<file path="src/rtl/thee_phase_seq.sv">
`default_nettype none
// ============================================================================
//  Module   : thee_phase_seq
//  Brief    : Two-phase non-overlapping clock sequencer with programmable
//             phase width and dead time, counted in master-clock cycles.
//             Starts and stops cleanly; phases are never truncated except
//             by reset.
//  Revision : 1.0  initial release
// ============================================================================
module thee_phase_seq #(
    parameter int CW  = 8,
    parameter int PCW = 16
) (
    input  logic           clkin,
    input  logic           rst_n,
    input  logic           en,
    input  logic [CW-1:0]  ph_len,
    input  logic [CW-1:0]  dead_len,
    output logic           clkp0,
    output logic           clkp1,
    output logic           busy,
    output logic [PCW-1:0] periods
);

    localparam logic [2:0] c_idle = 3'd0;
    localparam logic [2:0] c_p0   = 3'd1;
    localparam logic [2:0] c_d01  = 3'd2;
    localparam logic [2:0] c_p1   = 3'd3;
    localparam logic [2:0] c_d10  = 3'd4;

    logic [2:0]     r_state;
    logic [2:0]     w_state_nxt;
    logic [CW-1:0]  r_cnt;
    logic [CW-1:0]  w_cnt_nxt;
    logic [CW-1:0]  r_ph_s;
    logic [CW-1:0]  r_dead_s;
    logic [CW-1:0]  w_dead_in;
    logic           r_stop_req;
    logic           r_clkp0;
    logic           r_clkp1;
    logic [PCW-1:0] r_periods;
    logic           w_load_cfg;
    logic           w_period_done;
    logic           w_cnt_zero;

    // A zero dead time would let the phases touch, so it is clamped to one.
    assign w_dead_in  = (dead_len == '0) ? CW'(1) : dead_len;
    assign w_cnt_zero = (r_cnt == '0);

    // Next-state logic: one down-counter times every state, reloaded on entry.
    always_comb begin
        w_state_nxt   = r_state;
        w_cnt_nxt     = r_cnt;
        w_load_cfg    = 1'b0;
        w_period_done = 1'b0;
        case (r_state)
            c_idle: begin
                if (en) begin
                    w_state_nxt = c_p0;
                    w_cnt_nxt   = ph_len;
                    w_load_cfg  = 1'b1;
                end
            end
            c_p0: begin
                if (w_cnt_zero) begin
                    w_state_nxt = c_d01;
                    w_cnt_nxt   = r_dead_s - CW'(1);
                end else begin
                    w_cnt_nxt   = r_cnt - CW'(1);
                end
            end
            c_d01: begin
                if (w_cnt_zero) begin
                    // A pending stop ends the run here so P1 is never started.
                    if (r_stop_req) begin
                        w_state_nxt = c_idle;
                    end else begin
                        w_state_nxt = c_p1;
                        w_cnt_nxt   = r_ph_s;
                    end
                end else begin
                    w_cnt_nxt = r_cnt - CW'(1);
                end
            end
            c_p1: begin
                if (w_cnt_zero) begin
                    w_state_nxt = c_d10;
                    w_cnt_nxt   = r_dead_s - CW'(1);
                end else begin
                    w_cnt_nxt   = r_cnt - CW'(1);
                end
            end
            c_d10: begin
                if (w_cnt_zero) begin
                    w_period_done = 1'b1;
                    if (r_stop_req) begin
                        w_state_nxt = c_idle;
                    end else begin
                        // Period boundary: the only point new config is taken.
                        w_state_nxt = c_p0;
                        w_cnt_nxt   = ph_len;
                        w_load_cfg  = 1'b1;
                    end
                end else begin
                    w_cnt_nxt = r_cnt - CW'(1);
                end
            end
            default: begin
                w_state_nxt = c_idle;
            end
        endcase
    end

    // State, counter, shadow config, stop latch and registered phase outputs.
    always_ff @(posedge clkin) begin
        if (!rst_n) begin
            r_state    <= c_idle;
            r_cnt      <= '0;
            r_ph_s     <= '0;
            r_dead_s   <= '0;
            r_stop_req <= 1'b0;
            r_clkp0    <= 1'b0;
            r_clkp1    <= 1'b0;
            r_periods  <= '0;
        end else begin
            r_state <= w_state_nxt;
            r_cnt   <= w_cnt_nxt;
            if (w_load_cfg) begin
                r_ph_s   <= ph_len;
                r_dead_s <= w_dead_in;
            end
            if (r_state == c_idle) begin
                r_stop_req <= 1'b0;
            end else if (!en) begin
                r_stop_req <= 1'b1;
            end
            if (w_period_done) begin
                r_periods <= r_periods + PCW'(1);
            end
            r_clkp0 <= (w_state_nxt == c_p0);
            r_clkp1 <= (w_state_nxt == c_p1);
        end
    end

    assign clkp0   = r_clkp0;
    assign clkp1   = r_clkp1;
    assign busy    = (r_state != c_idle);
    assign periods = r_periods;

endmodule
`default_nettype wire
</file>
<file path="config.mk">
export PLATFORM = sky130hd
export DESIGN_NAME = thee_phase_seq
export DESIGN_NICKNAME = d
export VERILOG_FILES = /design/src/rtl/thee_phase_seq.sv
export SDC_FILE = /design/constraint.sdc
export NUM_CORES = 1
export LEC_CHECK = 0
export CAP_MARGIN = 20
export CORE_UTILIZATION = 45
export CTS_BUF_LIST = sky130_fd_sc_hd__clkbuf_2 sky130_fd_sc_hd__clkbuf_4 sky130_fd_sc_hd__clkbuf_8
export CTS_CLUSTER_SIZE = 20
export DETAILED_ROUTE_END_ITERATION = 10
export GPL_TIMING_DRIVEN = 1
export PLACE_DENSITY = 0.7
export SYNTH_ARGS = -nofsm -noshare
export SYNTH_HDL_FRONTEND = slang
export SYNTH_SLANG_ARGS = --single-unit
</file>
<file path="constraint.sdc">
create_clock -name clkin -period 2.8 [get_ports clkin]
set_input_delay 0.56 -clock clkin [delete_from_list [all_inputs] [get_ports clkin]]
set_output_delay 0.56 -clock clkin [all_outputs]
set_load 0.02 [all_outputs]
</file>
Word-level counts from Yosys, hierarchy flattened
Index checks and enable logic that the tools add are counted.
{"block": "totals", "ff_bits": 46, "out_inout_bits": 19, "wordCells": 51}
{"block": "classes", "add_sub_neg": 3, "n_eq_ne": 9, "mux": 22, "n_bitwise": 1, "reduce_logical": 8}
{"cell": "$mux 8", "count": 7}
{"cell": "$pmux 8 s4", "count": 1}
{"cell": "$add 16x1->16 const B", "count": 1}
{"cell": "$logic_not 8->1", "count": 2}
{"cell": "$sub 8x1->8 const B", "count": 2}
{"cell": "$mux 3", "count": 5}
{"cell": "$pmux 3 s5", "count": 1}
{"cell": "$eq 3x2->1 const B", "count": 3}
{"cell": "$eq 3x1->1 const B", "count": 2}
{"cell": "$mux 1", "count": 6}
{"cell": "$ne 3x3->1 const B", "count": 2}
{"cell": "$reduce_and 4->1", "count": 1}
{"cell": "$reduce_bool 4->1", "count": 1}
{"cell": "$reduce_or 2->1", "count": 2}
{"cell": "$eq 3x3->1 const B", "count": 1}
{"cell": "$logic_not 3->1", "count": 1}
{"cell": "$reduce_bool 3->1", "count": 1}
{"cell": "$mux 2", "count": 1}
{"cell": "$ne 2x2->1 const B", "count": 1}
{"cell": "$pmux 1 s2", "count": 1}
{"cell": "$not 1->1", "count": 1}

Longest topological paths before layout
Gate-level depths: netlist of the first run.
{"block": "depth", "word_depth": 4, "mapped_depth": 9, "mapped_depth_nobuf": 7}

Worst setup path after synthesis of the first run
OpenSTA, ideal clock, no wires.
{"block": "synth_timing", "path_kind": "flip-flop to flip-flop", "from": "register r_cnt[0]", "to": "register r_dead_s[1]", "setup_ps": 116, "t_arrival_ps": 1874, "slack_ps": 810, "path_stages_with_launch": 10, "synth_period_minus_slack_ps": 1990, "path_cell_list": "dfxtp_1 > inv_1 > ha_1 > nor3b_1 > a41oi_1 > nor3_1 > buf_2 > buf_6 > mux2i_1 > nor2b_1"}
{"block": "synth_between", "elab_chain_len": 3}
{"element": "start, declared", "line_no": "33", "source": "logic [CW-1:0] r_cnt;"}
{"element": "start signal, assigned", "line_no": "127", "source": "r_cnt <= w_cnt_nxt;"}
{"element": "$logic_not 8->1", "line_no": "48", "source": "assign w_cnt_zero = (r_cnt == '0);"}
{"element": "$mux 1", "line_no": "94", "source": "if (w_cnt_zero) begin"}
{"element": "$pmux 1 s2", "line_no": "56", "source": "case (r_state)"}
{"element": "end signal, assigned", "line_no": "130", "source": "r_dead_s <= w_dead_in;"}
{"element": "end, declared", "line_no": "36", "source": "logic [CW-1:0] r_dead_s;"}
No other way between the ends.
A chain may end at the register's enable or synchronous reset.

Worst setup path in the final report of the first run
{"block": "layout_timing", "from": "register r_state[2]", "to": "output busy"}
{"block": "layout_between", "elab_chain_len": 1}
{"element": "start, declared", "line_no": "31", "source": "logic [2:0] r_state;"}
{"element": "start signal, assigned", "line_no": "117", "source": "r_state <= c_idle;"}
{"element": "start signal, assigned", "line_no": "126", "source": "r_state <= w_state_nxt;"}
{"element": "$reduce_bool 3->1", "line_no": "147", "source": "assign busy = (r_state != c_idle);"}
{"element": "end, declared", "line_no": "21", "source": "output logic busy,"}
No other way between the ends.

==> results_dict.tcl, run 1 <==
set metrics [dict create \
    async_reset_ff_share_pct 0 \
    numCtsBuffers 5 \
    dp_hpwl_mm 4.333 \
    drc 0 \
    drive_above_1_share_pct 7.225 \
    switching_share_pct 33.22 \
    p_comb_share_pct 27.2 \
    layout_worst_path_cycle_share_pct 86.78 \
    grt_pass1_vias 2226 \
    wl_per_cell_um 14.72 \
    antenna_found_initial 0 \
    yosys_most_used_dff "dfxtp_1" \
    finalSetupViolations 0 \
    dieWidth_um 78.41 \
    synth-seq-area-share_pct 35.05 \
    diodes 0 \
    relSlewSlack_pct 61.43 \
    critical_path.slowest_cell "clkdlybuf4s50_1" \
    cts.clk_slew.worst_paths_ns 0.10 \
    syn2layout_area_growth_pct 20.24 \
    cts_tree "built" \
    r2r-start "r_cnt[0]$_SDFFE_PN0P_" \
    max-vdd-ir-drop_v 0.0003172 \
    h-tree-depth 2 \
    r2r_slack_ns 0.44 \
    synth-edff-count 0 \
    power.leakage_nw 1.107 \
    crit_type "reg -> out" \
    internal_power_mw 1.070 \
    critPathTopFamily "buffers and inverters" \
    coreArea_um2 5574 \
    rsz0062_at_grt "no" \
    status "complete, no violations" \
    pwr-share-clk_pct 26.2 \
    drtAntennaViolNets 0 \
    crit_chain "nor3_1 > inv_1 > clkdlybuf4s50_1" \
    grt_pass1_wl_mm 10.63 \
    clock_latency_ns 0.30 \
    slowest_delay_ns 0.58 \
    vias 2418 \
    fin_tns_setup_ns 0 \
    ios 38 \
    clock-sinks 46 \
    met1_usage_pct 29.46 \
    yosys_warnings 0 \
    fmaxAchievable_ghz 0.4116 \
    cts_hold_buf 0 \
    ys_types 55 \
    hold_path.class "reg -> reg" \
    drt-total-wl_mm 6.155 \
    grt_remaining_overflow 0 \
    dp_cells 410 \
    worstHoldPathCells 2 \
    syn-num-nets 334 \
    path_buf_inv 2 \
    met2_usage_pct 35.79 \
    post_cts_resized 0 \
    drtPass1Iterations 4 \
    whs_ns 0.5014 \
    die-area_um2 6148 \
    start_kind "register" \
    synth_seq_cells 46 \
    num-nets-final 367 \
    rr_endpoint "periods[14]$_SDFFE_PN0P_" \
    top_usage_layer "met2" \
    cp-end-kind "primary output" \
    cp.arrival_ns 1.87 \
    netlist_instances 312 \
    syn-cell-area_um2 2628 \
    io_buffers 37 \
    ff2ff_path_depth 7 \
    instances_no_fill 418 \
    drv_slew 0 \
    rows 27 \
    final_util_pct 56.68 \
    cts_root_buf "clkbuf_8" \
    avgViaCountPerCell 5.785 \
    die_height_um 78.41 \
    cts_setup_buffers 0 \
    cp.required_ns 2.24 \
    syn_area_per_cell_um2 8.422 \
    dpl_worst_slack_ns 0.4627 \
    drv_cap 0 \
    fillers 543 \
    cts_buffer_depth 2 \
    hold_viol 0 \
    routabilityCongestion 0.8832 \
    met3_usage_pct 3.721 \
    hp-start "periods[11]$_SDFFE_PN0P_" \
    pwr-share-seq_pct 46.6 \
    p_switching_mw 0.5319 \
    worst_pin_slew_ns 0.5741 \
    finClkSkew_ns 0.01170 \
    min_to "periods[11]$_SDFFE_PN0P_" \
    worst_slack_ns 0.3703 \
    min_period_ns 2.430 \
    power_density_nw_per_um2 506.9 \
    drt_iter0_drc 127 \
    grt_max_degree 53 \
    grt_usage_pct 21.66 \
    cp_max_fo 5 \
    start_util_pct 47.14 \
]
-- placed cells by master (no fill, tap or decap), drive strengths merged, types with 6 or more instances in the layout --
master         instances
a21oi                  9
and2                   6
buf                    8
clkdlybuf4s50         37
dfxtp                 46
inv                   10
mux2i                 16
nand2                 25
nand2b                 8
nand4                  6
nor2                  18
nor2b                 21
nor3                  13
o211ai                 6
o21ai                 18
xnor2                  8
-- power by group through the flow --
| stage | Sequential (mW) | Clock (mW) | Combinational [mW] |
|---|---|---|---|
| 5_1_grt | 0.753 | 0.456 | 0.486 |
| 3_5_place_dp | 0.760 | 0 | 0.432 |
| 3_3_place_gp | 0.760 | 0 | 0.428 |
| 4_1_cts | 0.745 | 0.431 | 0.434 |
| 2_1_floorplan | 0.748 | 0 | 0.324 |
| 6_report | 0.746 | 0.420 | 0.435 |
-- metal layers --
| metal | wire length [um] | vias up | part of all wire [%] |
|---|---|---|---|
| met3 | 280 | 7 | 4.5 |
| met1 | 2878 | 1127 | 47 |
| li1 | - | 1209 | - |
| met4 | 48 | 0 | 0.78 |
| met5 | 0 | - | 0 |
| met2 | 2947 | 75 | 48 |
-- state kept, by name, summed over array words and instances (netlist names) --
| register | cells |
|---|---|
| r_cnt | 8 |
| clkp0 | 1 |
| r_stop_req | 1 |
| clkp1 | 1 |
| periods | 16 |
| r_ph_s | 8 |
| r_state | 3 |
| r_dead_s | 8 |
-- worst min-delay path: stages (launching register included) --
cell and delay, ns:
dfxtp_1 0.34, nand2_1 0.06, o21ai_0 0.06
-- logic make-up (layout without fill, tap and decap cells) --
kind of cell / Yosys count / in the layout / share of synthesized area (%)
AOI/OAI and AO/OA: 78 / 78 / 20.86
xor gates and xnor gates: 13 / 13 / 4.333
adders and majority gates: 3 / 3 / 1.429
buffers and inverters: 28 / 62 / 4.571
DFF: 46 / 46 / 35.05
muxes: 17 / 17 / 6.524
and+or+nand+nor: 127 / 127 / 27.24
-- cells in the mapped netlist, types with 5 or more instances --
cell | instances | share of area [%]
o31ai_1 | 5 | 1.4
nor2b_1 | 21 | 5.0
o21ai_0 | 18 | 3.4
nand3_1 | 5 | 0.95
nand4_1 | 6 | 1.4
a21oi_1 | 9 | 1.7
dfxtp_1 | 46 | 35
nor3_1 | 13 | 2.5
buf_2 | 6 | 1.1
nor2_1 | 17 | 2.4
and2_1 | 6 | 1.4
mux2i_1 | 16 | 6.1
xnor2_1 | 8 | 2.7
clkbuf_1 | 9 | 1.3
o211ai_1 | 6 | 1.7
inv_1 | 9 | 1.3
xor2_1 | 5 | 1.7
nand2_1 | 25 | 3.6
nand2b_1 | 8 | 1.9
-- through the flow --
stage               instance area, um^2  power (mW)
floorplan                          2628       1.072
global placement                   3067       1.188
detailed placement                 3067       1.192
CTS                                3159       1.611
global route                       3159       1.694
finish                             3159       1.601
-- worst max path at each step --
stage                                     start                  endpoint  slack (ns)  cells past startpoint
after detailed placement  r_cnt[0]$_SDFFE_PN0P_  periods[14]$_SDFFE_PN0P_        0.46                      7
after global placement    r_cnt[0]$_SDFFE_PN0P_  periods[14]$_SDFFE_PN0P_        0.56                      7
after CTS                 r_state[2]$_SDFF_PN0_                      busy        0.38                      3
after floorplan           r_cnt[0]$_SDFFE_PN0P_  r_dead_s[1]$_SDFFE_PN0P_        0.81                      9
after global routing      r_cnt[0]$_SDFFE_PN0P_  periods[14]$_SDFFE_PN0P_        0.25                      7
final                     r_state[2]$_SDFF_PN0_                      busy        0.37                      3
-- area by class of cell --
type	count	area [um^2]	share of cell area, %
Sequential cell	46	920.9	29.15
Tap cell	72	90.09	2.851
Multi-Input combinational cell	238	1592	50.38
Inverter	9	33.78	1.069
Timing Repair Buffer	45	430.4	13.62
Clock inverter	3	23.77	0.7525
Clock buffer	5	68.82	2.178
Note: power is estimated with default switching activity, not from simulation.
==> run 2, diff against run 1 <==
--- a/config.mk
+++ b/config.mk
@@ -15,3 +15,4 @@
 export SYNTH_ARGS = -nofsm -noshare
 export SYNTH_HDL_FRONTEND = slang
 export SYNTH_SLANG_ARGS = --single-unit
+export TNS_END_PERCENT = 5
==> results of run 2 <==
The final DEF is identical to that of run 1; final timing and power are the same.
==> run 3, diff against run 2 <==
--- a/config.mk
+++ b/config.mk
@@ -10,6 +10,7 @@
 export CTS_BUF_LIST = sky130_fd_sc_hd__clkbuf_2 sky130_fd_sc_hd__clkbuf_4 sky130_fd_sc_hd__clkbuf_8
 export CTS_CLUSTER_SIZE = 20
 export DETAILED_ROUTE_END_ITERATION = 10
+export GPL_ROUTABILITY_DRIVEN = 0
 export GPL_TIMING_DRIVEN = 1
 export PLACE_DENSITY = 0.7
 export SYNTH_ARGS = -nofsm -noshare
==> constraint.sdc (replaced) <==
create_clock -name clkin -period 2.7 [get_ports clkin]
set_input_delay 0.54 -clock clkin [delete_from_list [all_inputs] [get_ports clkin]]
set_output_delay 0.54 -clock clkin [all_outputs]
set_load 0.02 [all_outputs]
==> results_dict.tcl, run 3 (synthesis results as in run 1) <==
set metrics [dict create \
    fin_tns_setup_ns 0 \
    layout_worst_path_cycle_share_pct 90.25 \
    grt_pass1_vias 2295 \
    instances_no_fill 420 \
    final_util_pct 57.93 \
    grt_max_degree 53 \
    dpl_worst_slack_ns 0.2286 \
    dieWidth_um 78.41 \
    final_cell_mix "dfxtp_1 (46), clkdlybuf4s50_1 (37), nand2_1 (25)" \
    vias 2425 \
    num-nets-final 369 \
    post_cts_resized 0 \
    cts_setup_buffers 0 \
    io_buffers 37 \
    avgViaCountPerCell 5.774 \
    drv_slew 0 \
    grt_usage_pct 21.19 \
    cp.required_ns 2.95 \
    grt_remaining_overflow 0 \
    drive_above_1_share_pct 8.046 \
    cts_tree "built" \
    cts_root_buf "clkbuf_8" \
    finalInstanceArea_um2 3229 \
    critPathTopFamily "simple AND/OR/NAND/NOR gates" \
    drt_iter0_drc 143 \
    drv_cap 0 \
    crit_type "reg -> reg" \
    worst-path-stages 7 \
    diodes 0 \
    grt_pass1_wl_mm 10.36 \
    drtPass1Iterations 4 \
    ios 38 \
    cp-end-kind "register" \
    worstHoldPathCells 2 \
    h-tree-depth 2 \
    die_height_um 78.41 \
    rsz0062_at_grt "no" \
    place_area_um2 3082 \
    path_buf_inv 1 \
    largest_reg_flops 16 \
    relSlewSlack_pct 50.96 \
    hold_viol 0 \
    antenna_found_initial 0 \
    numCtsBuffers 5 \
    slowest_delay_ns 0.51 \
    ff2ff_path_depth 7 \
    final_common_cell "dfxtp_1" \
    fmaxAchievable_ghz 0.4104 \
    power.leakage_nw 1.150 \
    power_density_nw_per_um2 577.6 \
    crit_chain "inv_1 > ha_1 > nor3b_1 > nand2_1 > nor4_1 > o31a_1 > and2_1" \
    drc 0 \
    finalSetupViolations 0 \
    dp_hpwl_mm 4.356 \
    drtAntennaViolNets 0 \
    start_util_pct 47.14 \
    max-vdd-ir-drop_v 0.0004179 \
    status "complete, no violations" \
    min_period_ns 2.437 \
    finClkSkew_ns 0.01012 \
    rows 27 \
    drt-total-wl_mm 6.137 \
    whs_ns 0.4977 \
    clock-sinks 46 \
    clock_latency_ns 0.30 \
    fillers 540 \
    start_kind "register" \
    cts_hold_buf 0 \
    hold_path.class "reg -> reg" \
    cp.arrival_ns 2.68 \
    cts_buffer_depth 2 \
    cp_max_fo 10 \
    cts.clk_slew.worst_paths_ns 0.09 \
    syn2layout_area_growth_pct 22.90 \
    critical_path.slowest_cell "nor3b_1" \
    worst_pin_slew_ns 0.7356 \
    dp_cells 412 \
    coreArea_um2 5574 \
    worst_slack_ns 0.2632 \
    die-area_um2 6148 \
    wl_per_cell_um 14.61 \
    p_total_mw 1.865 \
]
run 3: cell types whose count changed in the layout (fill, tap and decap cells not counted), sizes merged:
| cell | previous run | this run |
|---|---|---|
| buf | 8 | 10 |
| bufinv | 0 | 2 |
| clkinvlp | 2 | 0 |
| clkbuf | 5 | 6 |
| inv | 10 | 9 |
run 3: path summary, 6_finish.rpt:
kind / from / to / slack (ns)
max: r_cnt[0]$_SDFFE_PN0P_ / clkp1$_SDFF_PN0_ / 0.26
min: periods[11]$_SDFFE_PN0P_ / periods[11]$_SDFFE_PN0P_ / 0.50
max reg2reg: r_cnt[0]$_SDFFE_PN0P_ / clkp1$_SDFF_PN0_ / 0.26
min reg2reg: periods[11]$_SDFFE_PN0P_ / periods[11]$_SDFFE_PN0P_ / 0.50
run 3: area by class of cell:
| cell class | count | area, um^2 | area share (%) |
|---|---|---|---|
| clock buffers | 6 | 82.58 | 2.557 |
| clock inverters | 2 | 60.06 | 1.860 |
| inverters | 9 | 33.78 | 1.046 |
| multi-input cells | 238 | 1597 | 49.44 |
| flip-flops and latches | 46 | 920.9 | 28.52 |
| well taps | 72 | 90.09 | 2.790 |
| repair buffers | 47 | 445.4 | 13.79 |
run 3: power by group:
group	total, mW	switching, mW	internal [mW]
clock	0.631	0.236	0.395
sequential	0.781	0.0570	0.724
combinational	0.454	0.250	0.204
total	1.87	0.542	1.32
run 3: routing by layer:
layer  track usage, %  vias up  routed length [um]
li1                 -     1215                   -
met1            26.92     1124                2914
met2            36.05       76                2851
met3            3.605       10                 278
met4            7.222        0                  92
met5                0        -                   0
run 3: tightest hold or removal path: stages, from the launching register on:
cell	delay [ns]
dfxtp_1	0.34
nand2_1	0.06
o21ai_0	0.06
